## config.mk

```make
export PLATFORM = sky130hd
export DESIGN_NAME = dmem_arbiter
export DESIGN_NICKNAME = d
export VERILOG_FILES = /design/src/rtl/dmem_arbiter_pkg.sv /design/src/rtl/dmem_arbiter.sv
export SDC_FILE = /design/constraint.sdc
export NUM_CORES = 1
export LEC_CHECK = 0
export CORE_AREA = 2 2 95 97
export DETAILED_ROUTE_END_ITERATION = 10
export DIE_AREA = 0 0 97 99
export PLACE_DENSITY = 0.65
export SLEW_MARGIN = 20
export SYNTH_ARGS = -nofsm -noshare
export SYNTH_HDL_FRONTEND = slang
export SYNTH_SLANG_ARGS = --single-unit
```

## constraint.sdc

```tcl
create_clock -name clk -period 2.2 [get_ports clk]
set_input_delay 0.55 -clock clk [delete_from_list [all_inputs] [get_ports clk]]
set_output_delay 0.55 -clock clk [all_outputs]
set_load 0.03 [all_outputs]
```

## src/rtl/dmem_arbiter_pkg.sv

```systemverilog
// Shared constants and types for the data-memory path: load/store formats,
// arbiter FSM states, read-owner tags and default arbitration limits.
package dmem_arbiter_pkg;

    localparam int DATA_SIZE      = 32;
    localparam int DMEM_ADDR_W    = 9;
    localparam int STARVE_MAX_DEF = 4;
    localparam int BURST_MAX_DEF  = 8;

    typedef enum logic [2:0] {
        lb_conf  = 3'd0,
        lh_conf  = 3'd1,
        lw_conf  = 3'd2,
        lbu_conf = 3'd3,
        lhu_conf = 3'd4
    } load_conf;

    typedef enum logic [1:0] {
        sb_conf = 2'd0,
        sh_conf = 2'd1,
        sw_conf = 2'd2
    } store_conf;

    typedef enum logic {
        CORE_PRI  = 1'b0,
        DMA_BURST = 1'b1
    } arb_state_t;

    typedef enum logic [1:0] {
        OWN_NONE = 2'd0,
        OWN_CORE = 2'd1,
        OWN_DMA  = 2'd2
    } arb_owner_t;

endpackage

```

## src/rtl/dmem_arbiter.sv

```systemverilog
// Data-memory port arbiter between the core load/store unit and a DMA
// requester. Core has priority, a starvation counter forces the DMA through
// after STARVE_MAX lost cycles, and a locked DMA burst may hold the port for
// up to BURST_MAX consecutive grants. Granted reads are tagged so the word
// returned one cycle later reaches only its owner.
module dmem_arbiter
    import dmem_arbiter_pkg::*;
#(
    parameter int STARVE_MAX = STARVE_MAX_DEF,
    parameter int BURST_MAX  = BURST_MAX_DEF
) (
    input  logic                   clk,
    input  logic                   rst,
    // core load/store unit
    input  logic                   core_re,
    input  logic                   core_we,
    input  logic [DMEM_ADDR_W-1:0] core_addr,
    input  logic [DATA_SIZE-1:0]   core_wdata,
    input  load_conf               core_load_type,
    input  store_conf              core_store_type,
    output logic                   core_stall,
    output logic [DATA_SIZE-1:0]   core_rdata,
    output logic                   core_rvalid,
    // DMA / loader
    input  logic                   dma_req,
    input  logic                   dma_we,
    input  logic                   dma_lock,
    input  logic [DMEM_ADDR_W-1:0] dma_addr,
    input  logic [DATA_SIZE-1:0]   dma_wdata,
    output logic                   dma_gnt,
    output logic [DATA_SIZE-1:0]   dma_rdata,
    output logic                   dma_rvalid,
    // data-memory controller
    output logic                   mem_re,
    output logic                   mem_we,
    output logic [DMEM_ADDR_W-1:0] mem_addr,
    output logic [DATA_SIZE-1:0]   mem_wdata,
    output load_conf               mem_load_type,
    output store_conf              mem_store_type,
    input  logic [DATA_SIZE-1:0]   mem_rdata
);

    localparam int SW = $clog2(STARVE_MAX + 1);
    localparam int BW = $clog2(BURST_MAX + 1);
    localparam logic [SW-1:0] C_STARVE_MAX = SW'(STARVE_MAX);
    localparam logic [BW-1:0] C_BURST_LAST = BW'(BURST_MAX - 1);
    // A one-grant burst limit never needs the burst state at all.
    localparam bit C_BURST_EN = (BURST_MAX > 1);

    arb_state_t    r_state;
    logic [SW-1:0] r_starve_cnt;
    logic [BW-1:0] r_burst_cnt;
    arb_owner_t    r_rd_owner;

    logic w_core_act;
    logic w_burst_go;
    logic w_starved;
    logic w_core_gnt;
    logic w_dma_gnt;

    // Per-cycle grant decision and memory-port mux; burst continuation
    // overrides core priority, otherwise core wins unless the DMA is starved.
    always_comb begin
        w_core_act     = core_re | core_we;
        w_burst_go     = (r_state == DMA_BURST) & dma_req & dma_lock;
        w_starved      = (r_starve_cnt == C_STARVE_MAX);
        w_dma_gnt      = 1'b0;
        w_core_gnt     = 1'b0;
        mem_re         = 1'b0;
        mem_we         = 1'b0;
        mem_addr       = '0;
        mem_wdata      = '0;
        mem_load_type  = lw_conf;
        mem_store_type = sw_conf;

        if (w_burst_go) begin
            w_dma_gnt = 1'b1;
        end else begin
            w_dma_gnt  = dma_req & (~w_core_act | w_starved);
            w_core_gnt = w_core_act & ~w_dma_gnt;
        end

        if (w_core_gnt) begin
            mem_re         = core_re;
            mem_we         = core_we;
            mem_addr       = core_addr;
            mem_wdata      = core_wdata;
            mem_load_type  = core_load_type;
            mem_store_type = core_store_type;
        end else if (w_dma_gnt) begin
            mem_re    = ~dma_we;
            mem_we    = dma_we;
            mem_addr  = dma_addr;
            mem_wdata = dma_wdata;
        end
    end

    assign core_stall = w_core_act & ~w_core_gnt;
    assign dma_gnt    = w_dma_gnt;

    // Read return: the tagged owner sees the controller word for one cycle,
    // the other requester sees zero.
    assign core_rvalid = (r_rd_owner == OWN_CORE);
    assign dma_rvalid  = (r_rd_owner == OWN_DMA);
    assign core_rdata  = core_rvalid ? mem_rdata : '0;
    assign dma_rdata   = dma_rvalid  ? mem_rdata : '0;

    // FSM, starvation/burst counters and read-owner tag; reset drops any
    // read still in flight.
    always_ff @(posedge clk or posedge rst) begin
        if (rst) begin
            r_state      <= CORE_PRI;
            r_starve_cnt <= '0;
            r_burst_cnt  <= '0;
            r_rd_owner   <= OWN_NONE;
        end else begin
            if (w_core_gnt & core_re)
                r_rd_owner <= OWN_CORE;
            else if (w_dma_gnt & ~dma_we)
                r_rd_owner <= OWN_DMA;
            else
                r_rd_owner <= OWN_NONE;

            if (w_burst_go) begin
                r_burst_cnt  <= r_burst_cnt + 1'b1;
                r_starve_cnt <= '0;
                if (r_burst_cnt == C_BURST_LAST)
                    r_state <= CORE_PRI;
            end else begin
                if (C_BURST_EN && w_dma_gnt && dma_lock) begin
                    r_state     <= DMA_BURST;
                    r_burst_cnt <= BW'(1);
                end else begin
                    r_state     <= CORE_PRI;
                    r_burst_cnt <= '0;
                end
                // Core win only counts as starvation while the DMA is waiting;
                // at the limit the DMA wins, so the counter cannot pass it.
                if (~dma_req | w_dma_gnt)
                    r_starve_cnt <= '0;
                else if (w_core_gnt)
                    r_starve_cnt <= r_starve_cnt + 1'b1;
            end
        end
    end

endmodule

```

# After elaboration in Yosys (flattened, before gate mapping)
# Index checks and enable logic that the tools add are counted.
# totals
regBits	10
input_bits	126
output_inout_bits	116
word_cells	52
# op_classes
add_sub_neg	2
n_eq_ne	5
mux	24
bitwise	15
n_reduce_logical	2
# op_table
operator	n
2-to-1 mux 32 bit	4
2-to-1 mux 9 bit	2
2-to-1 mux 3 bit	4
2-to-1 mux 1 bit	10
AND 1 bit	7
2-to-1 mux 2 bit	3
inverter 1 bit	5
adder 4 x 1 -> 4 bit (second input constant)	1
== test 4 x 3 -> 1 bit (second input constant)	1
2-to-1 mux 4 bit	1
adder 3 x 1 -> 3 bit (second input constant)	1
== test 3 bit (second input constant)	1
OR 1 bit	3
nonzero test 3 bit	1
== test 2 x 1 -> 1 bit (second input constant)	1
== test 2 bit (second input constant)	1
inequality test 2 x 1 -> 1 bit (second input constant)	1
logical AND 1 bit	1

# Longest topological paths before layout
# Gate-level depths: netlist (run 1).
# depth
ltp_word	10
mapped_depth	7
mapped_depth_nobuf	5

# Least setup slack after synthesis (run 1)
# OpenSTA, ideal clock, no wires.
# synth_path
path_type	input to output
startpoint	input core_we
endpoint	output mem_wdata[21]
arrival_ps	1621
required_ps	1650
setup_slack_ps	29
path_stages	5
n_path_buf	2
cell_sequence	nor2_1 o21a_1 buf_6 buf_6 a22o_1
# synth_via
word_cells_on_any_way	10
classes_between	4 x mux; 6 x bitwise
# synth_rtl
item	line_no	text
from (decl)	dmem_arbiter.sv:16	input logic core_we,
OR 1 bit	dmem_arbiter.sv:64	w_core_act = core_re | core_we;
inverter 1 bit	dmem_arbiter.sv:79	w_dma_gnt = dma_req & (~w_core_act | w_starved);
OR 1 bit	dmem_arbiter.sv:79	
AND 1 bit	dmem_arbiter.sv:79	
2-to-1 mux 1 bit	dmem_arbiter.sv:76	if (w_burst_go) begin
via dma_gnt	dmem_arbiter.sv:30	output logic dma_gnt,
2-to-1 mux 32 bit	dmem_arbiter.sv:90	end else if (w_dma_gnt) begin
2-to-1 mux 32 bit	dmem_arbiter.sv:83	if (w_core_gnt) begin
to (decl)	dmem_arbiter.sv:37	output logic [DATA_SIZE-1:0] mem_wdata,
# The timed path passes the listed nets, and every way through them passes these cells.

# Worst setup path in the final report (run 1)
# layout_path
startpoint	register r_starve_cnt[0]
endpoint	output mem_wdata[18]
# layout_via
elab_chain_len	7
word_cells_on_any_way	9
classes_between	1 x eq/ne; 4 x mux; 4 x bitwise
# layout_lines
item	line_no	text
from (decl)	dmem_arbiter.sv:51	logic [SW-1:0] r_starve_cnt;
from (signal assigned)	dmem_arbiter.sv:142	r_starve_cnt <= r_starve_cnt + 1'b1;
== test 3 bit *	dmem_arbiter.sv:66	w_starved = (r_starve_cnt == C_STARVE_MAX);
OR 1 bit *	dmem_arbiter.sv:79	
AND 1 bit *	dmem_arbiter.sv:79	
inverter 1 bit	dmem_arbiter.sv:80	w_core_gnt = w_core_act & ~w_dma_gnt;
AND 1 bit	dmem_arbiter.sv:80	
2-to-1 mux 1 bit	dmem_arbiter.sv:76	
2-to-1 mux 32 bit *	dmem_arbiter.sv:83	
# Mark *: on every way between the ends. The rest lies on a longest branch, timed or not.

==> results of run 1 <==
final timing paths:
check,end,slack [ps],cells after the start
max in group asynchronous,r_burst_cnt[2],1320,2
hold / removal,r_burst_cnt[0],490,1
min in group asynchronous,r_starve_cnt[2],600,2
setup / recovery,mem_wdata[18],-210,7
setup reg to reg,r_rd_owner[1],690,6
hold reg to reg,r_burst_cnt[0],490,1
where the power goes:
group | total (mW) | leakage (nW) | internal, mW | switching (mW)
Sequential | 0.196 | 0.135 | 0.191 | 0.00445
Combinational | 1.05 | 1.85 | 0.570 | 0.478
Clock | 0.225 | 0.0288 | 0.157 | 0.0678
Total | 1.47 | 2.02 | 0.918 | 0.550
Yosys cell counts:
cell type | number | area [sq um]
nand2_1 | 4 | 15.0
buf_6 | 9 | 101
xor2_1 | 2 | 17.5
clkbuf_1 | 7 | 26.3
and4b_1 | 1 | 10.0
a22o_4 | 1 | 17.5
a22oi_1 | 1 | 7.51
nand2b_1 | 2 | 12.5
a21oi_4 | 1 | 16.3
and2_1 | 69 | 432
a22o_1 | 41 | 359
o21a_1 | 1 | 7.51
a211oi_1 | 1 | 7.51
nand3_1 | 2 | 10.0
nor2_1 | 6 | 22.5
nor3_1 | 2 | 10.0
ha_1 | 3 | 37.5
xnor2_1 | 1 | 8.76
dfrtp_1 | 10 | 250
and3_1 | 3 | 18.8
nor2b_1 | 2 | 12.5
a32o_1 | 2 | 20.0
inv_1 | 5 | 18.8
layout make-up:
class	count	area (sq um)	share of cell area, %
repair buffers	271	2720	63.7
multi-input cells	145	1090	25.6
flip-flops and latches	10	250	5.85
well taps	108	135	3.16
clock buffers	4	55.1	1.29
inverters	5	18.8	0.439
registers in the layout, indices dropped and copies added (netlist names):
| register | flops |
|---|---|
| r_burst_cnt | 4 |
| r_starve_cnt | 3 |
| r_rd_owner | 2 |
| r_state | 1 |
logic make-up after synthesis:
family / count (synthesis) / synth area share, %
and+or+nand+nor: 91 / 37.7
AOI/OAI and AO/OA: 48 / 30.3
buffers and inverters: 21 / 10.2
DFF: 10 / 17.4
xor gates and xnor gates: 3 / 1.83
adders and majority gates: 3 / 2.61
through the flow:
step / instances / area [sq um] / util (%) / hold WS (ps)
finish: 543 / 4280 / 50.0 / 491
global route: 543 / 4280 / 50.0 / 514
CTS: 538 / 4190 / 49.0 / 491
detailed placement: 526 / 3770 / 44.1 / 484
global placement: 526 / 3770 / 44.1 / 490
floorplan: 176 / 1440 / - / 390
metal layers:
| layer | up-vias | track usage (%) | share of wire, % |
|---|---|---|---|
| met5 | - | 0 | 0 |
| met4 | 0 | 3.14 | 1.0 |
| met3 | 9 | 4.33 | 9.9 |
| met2 | 167 | 28.4 | 52 |
| met1 | 1034 | 16.3 | 37 |
| li1 | 1143 | - | - |
repair_timing:
| item | 4_1_cts | 5_1_grt |
|---|---|---|
| setup buffers | 3 | 2 |
| gates resized for setup | 76 | 4 |
| pin swaps | 2 | 8 |
| gates cloned | 5 | 3 |
| setup endpoints to repair | 50 | 49 |
worst register-to-register path, cell delays in order (launching register included):
cell and delay (ps):
dfrtp_1 360, inv_2 60, ha_4 160, a22o_4 230, o21a_4 280, buf_4 160, and2_1 140
==> results.sh, run 1 <==
export IMPL_worst_path_max_delay_cell="dfrtp_1"
export IMPL_irDropWorstVdd_mv=0.182
export IMPL_synth_distinct_cells=23
export IMPL_finalHoldViolCount=0
export IMPL_grt_pass1_vias=2317
export IMPL_pin_count=242
export IMPL_maxSlewHeadroom_pct=73.9
export IMPL_dp_slack_ps=-516
export IMPL_first_iter_violations=54
export IMPL_crit_chain="inv_2, ha_4, a22o_4, o21a_4, buf_12, a22o_4, buf_12"
export IMPL_area_growth_pct=197
export IMPL_netlist_area_sq_mm=0.00144
export IMPL_grtUsageTotal_pct=14.9
export IMPL_final_cell_mix="clkdlybuf4s50_1, buf_4, and2_1"
export IMPL_critPathBufInv=3
export IMPL_row_count=34
export IMPL_fin_nets=565
export IMPL_nFillCells=789
export IMPL_power_density_mw_per_mm2=343
export IMPL_cts_tree="done"
export IMPL_grt_pass1_wl_mm=11.7
export IMPL_r2r_start="r_starve_cnt[0]"
export IMPL_die_width_microns=97
export IMPL_hold_path_class="reg2reg"
export IMPL_die_area_sq_mm=0.00960
export IMPL_drive_above_1_share_pct=37.2
export IMPL_maxCapViolCount=0
export IMPL_skew_ps=2.32
export IMPL_cts_inserted_buffers=3
export IMPL_max_stage_delay_ps=360
export IMPL_crit_family="compound AO/OA/AOI/OAI gates"
export IMPL_port_buffers=241
export IMPL_setup_tns_ps=-8410
export IMPL_vias=2353
export IMPL_yosys_warnings=0
export IMPL_hold_buffers=0
export IMPL_endpoint_kind="output pin"
export IMPL_min_period_ps=2410
export IMPL_finalCritPeriodShare_pct=110
export IMPL_ctsLongestPathBuffers=2
export IMPL_crit_start="r_starve_cnt[0]"
export IMPL_core_area_sq_mm=0.00855
export IMPL_die_h_microns=99
export IMPL_syn_nets=305
export IMPL_slew_violations=0
export IMPL_worstPathArrival_ps=1860
export IMPL_ant_nets=0
export IMPL_initial_core_util_pct=16.8
export IMPL_antenna_found_initial=0
export IMPL_fmax_mhz=414
export IMPL_cp_max_fo=7
export IMPL_syn_instance_count=176
export IMPL_wl_per_cell_microns=14.7
export IMPL_cts_clk_slew_worst_paths_ps=50
export IMPL_critPathLaunchType="register"
export IMPL_antenna_cells=0
export IMPL_grt_max_degree=34
export IMPL_min_from="r_burst_cnt[0]"
export IMPL_path_class="reg2out"
export IMPL_violations="negative setup slack"
export IMPL_vias_per_cell=4.33
export IMPL_place_congestion=0.779
export IMPL_postSynthAreaPerCell_sq_um=8.18
export IMPL_cp_required_ps=1650
export IMPL_synth_seq_area_share_pct=17.4
export IMPL_cts_num_sinks=10
export IMPL_design_power_total_mw=1.47
export IMPL_clk_latency_ps=230
export IMPL_drt_drc_violations_left=0
export IMPL_p_leak_nw=2.02
export IMPL_cts_root_buffer="clkbuf_8"
export IMPL_dpl_hpwl_mm=6.22
export IMPL_gr_total_overflow=0
export IMPL_setup_ws_ps=-213
export IMPL_first_pass_iters=4
export IMPL_synth_seq_cells=10
export IMPL_setup_viol=48
export IMPL_wl_mm=7.97
export IMPL_worst_slew_pin_slew_ps=391
export IMPL_status="finished with violations"
export IMPL_rsz0062_at_grt="yes"
export IMPL_layout_commonest_cell="clkdlybuf4s50_1"
export IMPL_h_tree_depth=1
Note: power is estimated with default switching activity, not from simulation.
==> run 2: changes to the inputs <==
- CORE_AREA: 2 2 95 97 -> not set
- CORE_MARGIN: not set -> 8
- CORE_UTILIZATION: not set -> 24
- DIE_AREA: 0 0 97 99 -> not set
- PLACE_DENSITY: 0.65 -> 0.88
- clock period: 2.2 -> 3 ns (I/O delays scaled with it)
==> results.sh, run 2 (synthesis gave the netlist of run 1 again) <==
export IMPL_endpoint_kind="output pin"
export IMPL_setup_ws_ps=103
export IMPL_maxSlewHeadroom_pct=72.2
export IMPL_clk_latency_ps=230
export IMPL_p_sw_share_pct=38.7
export IMPL_grt_pass1_wl_mm=13.1
export IMPL_cp_max_fo=21
export IMPL_gr_total_overflow=0
export IMPL_largest_reg_flops=4
export IMPL_grt_pass1_vias=2378
export IMPL_clockPowerShare_pct=16.6
export IMPL_layout_commonest_cell="clkdlybuf4s50_1"
export IMPL_dpl_hpwl_mm=8.18
export IMPL_rsz0062_at_grt="no"
export IMPL_row_count=28
export IMPL_initial_core_util_pct=24.6
export IMPL_whs_endpoint="r_burst_cnt[0]"
export IMPL_antenna_cells=0
export IMPL_setup_viol=0
export IMPL_wl_per_cell_microns=19.0
export IMPL_finalHoldViolCount=0
export IMPL_r2r_slack_ps=1320
export IMPL_drive_above_1_share_pct=17.1
export IMPL_die_width_microns=93.4
export IMPL_first_pass_iters=4
export IMPL_cts_root_buffer="clkbuf_8"
export IMPL_min_period_ps=2900
export IMPL_min_delay_path_depth=1
export IMPL_area_growth_pct=172
export IMPL_regMostFlops="r_burst_cnt"
export IMPL_worstPathArrival_ps=2150
export IMPL_dp_slack_ps=-128
export IMPL_hold_path_class="reg2reg"
export IMPL_die_area_sq_mm=0.00873
export IMPL_postCtsSetupBuffers=0
export IMPL_r2r_start="r_starve_cnt[0]"
export IMPL_p_int_mw=0.611
export IMPL_fmax_mhz=345
export IMPL_power_density_mw_per_mm2=254
export IMPL_h_tree_depth=1
export IMPL_port_buffers=241
export IMPL_reg2reg_depth=6
export IMPL_min_from="r_burst_cnt[0]"
export IMPL_reg_largest_list="r_burst_cnt (4), r_starve_cnt (3), r_rd_owner (2)"
export IMPL_ctsLongestPathBuffers=2
export IMPL_antenna_found_initial=0
export IMPL_core_area_sq_mm=0.00585
export IMPL_cts_clk_slew_worst_paths_ps=50
export IMPL_cp_required_ps=2250
export IMPL_irDropWorstVdd_mv=0.187
export IMPL_cts_num_sinks=10
export IMPL_power_switching_mw=0.386
export IMPL_ant_nets=0
export IMPL_skew_ps=2.27
export IMPL_combPwrFrac_pct=68.9
export IMPL_regToRegEndpoint="r_rd_owner[1]"
export IMPL_cts_tree="done"
export IMPL_maxCapViolCount=0
export IMPL_drt_drc_violations_left=0
export IMPL_p_leak_nw=1.70
export IMPL_final_cell_mix="clkdlybuf4s50_1, and2_1, buf_4"
export IMPL_final_core_util_pct=67.0
export IMPL_cts_inserted_buffers=3
export IMPL_wl_mm=9.31
export IMPL_slew_violations=0
export IMPL_critPathLaunchType="input port"
export IMPL_sequentialPowerShare_pct=14.5
export IMPL_finalCritPeriodShare_pct=96.6
export IMPL_place_congestion=0.836
export IMPL_grtUsageTotal_pct=19.3
export IMPL_die_h_microns=93.4
export IMPL_status="completed"
export IMPL_fin_nets=544
export IMPL_vias_per_cell=4.63
export IMPL_grt_max_degree=47
export IMPL_path_class="in2out"
export IMPL_pin_count=242
export IMPL_worst_slew_pin_slew_ps=417
export IMPL_vias=2262
export IMPL_first_iter_violations=68
-- run 2: cell count changes in the layout (fill, tap and decap cells not counted), moves of 3 or more --
cell	previous run	this run
clkbuf_16	3	0
buf_16	3	0
buf_4	82	56
and2_4	3	0
and2_1	66	69
clkdlybuf4s50_1	121	184
buf_6	50	0
-- run 2: metrics by stage --
| stage | power, mW | TNS (ps) | hold slack, ps | instance area, sq um | cells |
|---|---|---|---|---|---|
| 6_report | 0.997 | 0 | 504 | 3920 | 489 |
| 5_1_grt | 1.04 | 0 | 531 | 3920 | 489 |
| 4_1_cts | 1.01 | 0 | 503 | 3920 | 489 |
| 3_5_place_dp | 0.829 | -4090 | 491 | 3820 | 484 |
| 3_3_place_gp | 0.821 | -1340 | 486 | 3820 | 484 |
| 2_1_floorplan | 0.471 | 0 | 455 | 1440 | 176 |
-- run 2: worst max-delay path by stage --
stage                        start       endpoint  slack (ps)  depth (start not counted)
after global routing       dma_req  mem_wdata[16]          70                          5
after detailed placement   core_we  mem_wdata[29]        -130                          6
final                     dma_lock  mem_wdata[27]         100                          6
after CTS                  core_re   mem_wdata[0]           8                          6
after global placement     core_we  mem_wdata[29]         -50                          6
after floorplan            core_we  mem_wdata[21]         430                          5
-- run 2: metal layers --
layer	track usage, %	vias to the layer above	wire [microns]
li1	-	1098	-
met1	17.9	1000	3100
met2	38.1	158	4930
met3	8.17	6	1200
met4	2.82	0	84
met5	0	-	0
-- run 2: repair_timing --
| item | CTS | global route |
|---|---|---|
| endpoints found under the hold margin | 0 | 0 |
| gates cloned | 1 | 0 |
| hold buffers | 0 | 0 |
| endpoints found under the setup margin | 41 | 19 |
| pin swaps | 1 | 0 |
| gates resized for setup | 6 | 1 |
-- run 2: critical path, stage by stage --
cell and delay, ps:
dlygate4sd2_1 260, a22o_4 270, o21a_4 220, bufbuf_16 290, a22o_1 180, buf_4 160
-- run 2: cell type report --
type                            count  area, sq um
Inverter                            5         18.8
Timing Repair Buffer              250         2440
Multi-Input combinational cell    145         1060
Clock buffer                        4         55.1
Fill cell                         462         1930
Tap cell                           75         93.8
Sequential cell                    10          250
-- run 2: power groups by stage --
stage	Combinational, mW	Clock, mW	Sequential, mW
detailed placement	0.683	0	0.146
global route	0.723	0.176	0.145
floorplan	0.326	0	0.145
global placement	0.675	0	0.146
finish	0.687	0.165	0.144
CTS	0.695	0.171	0.144
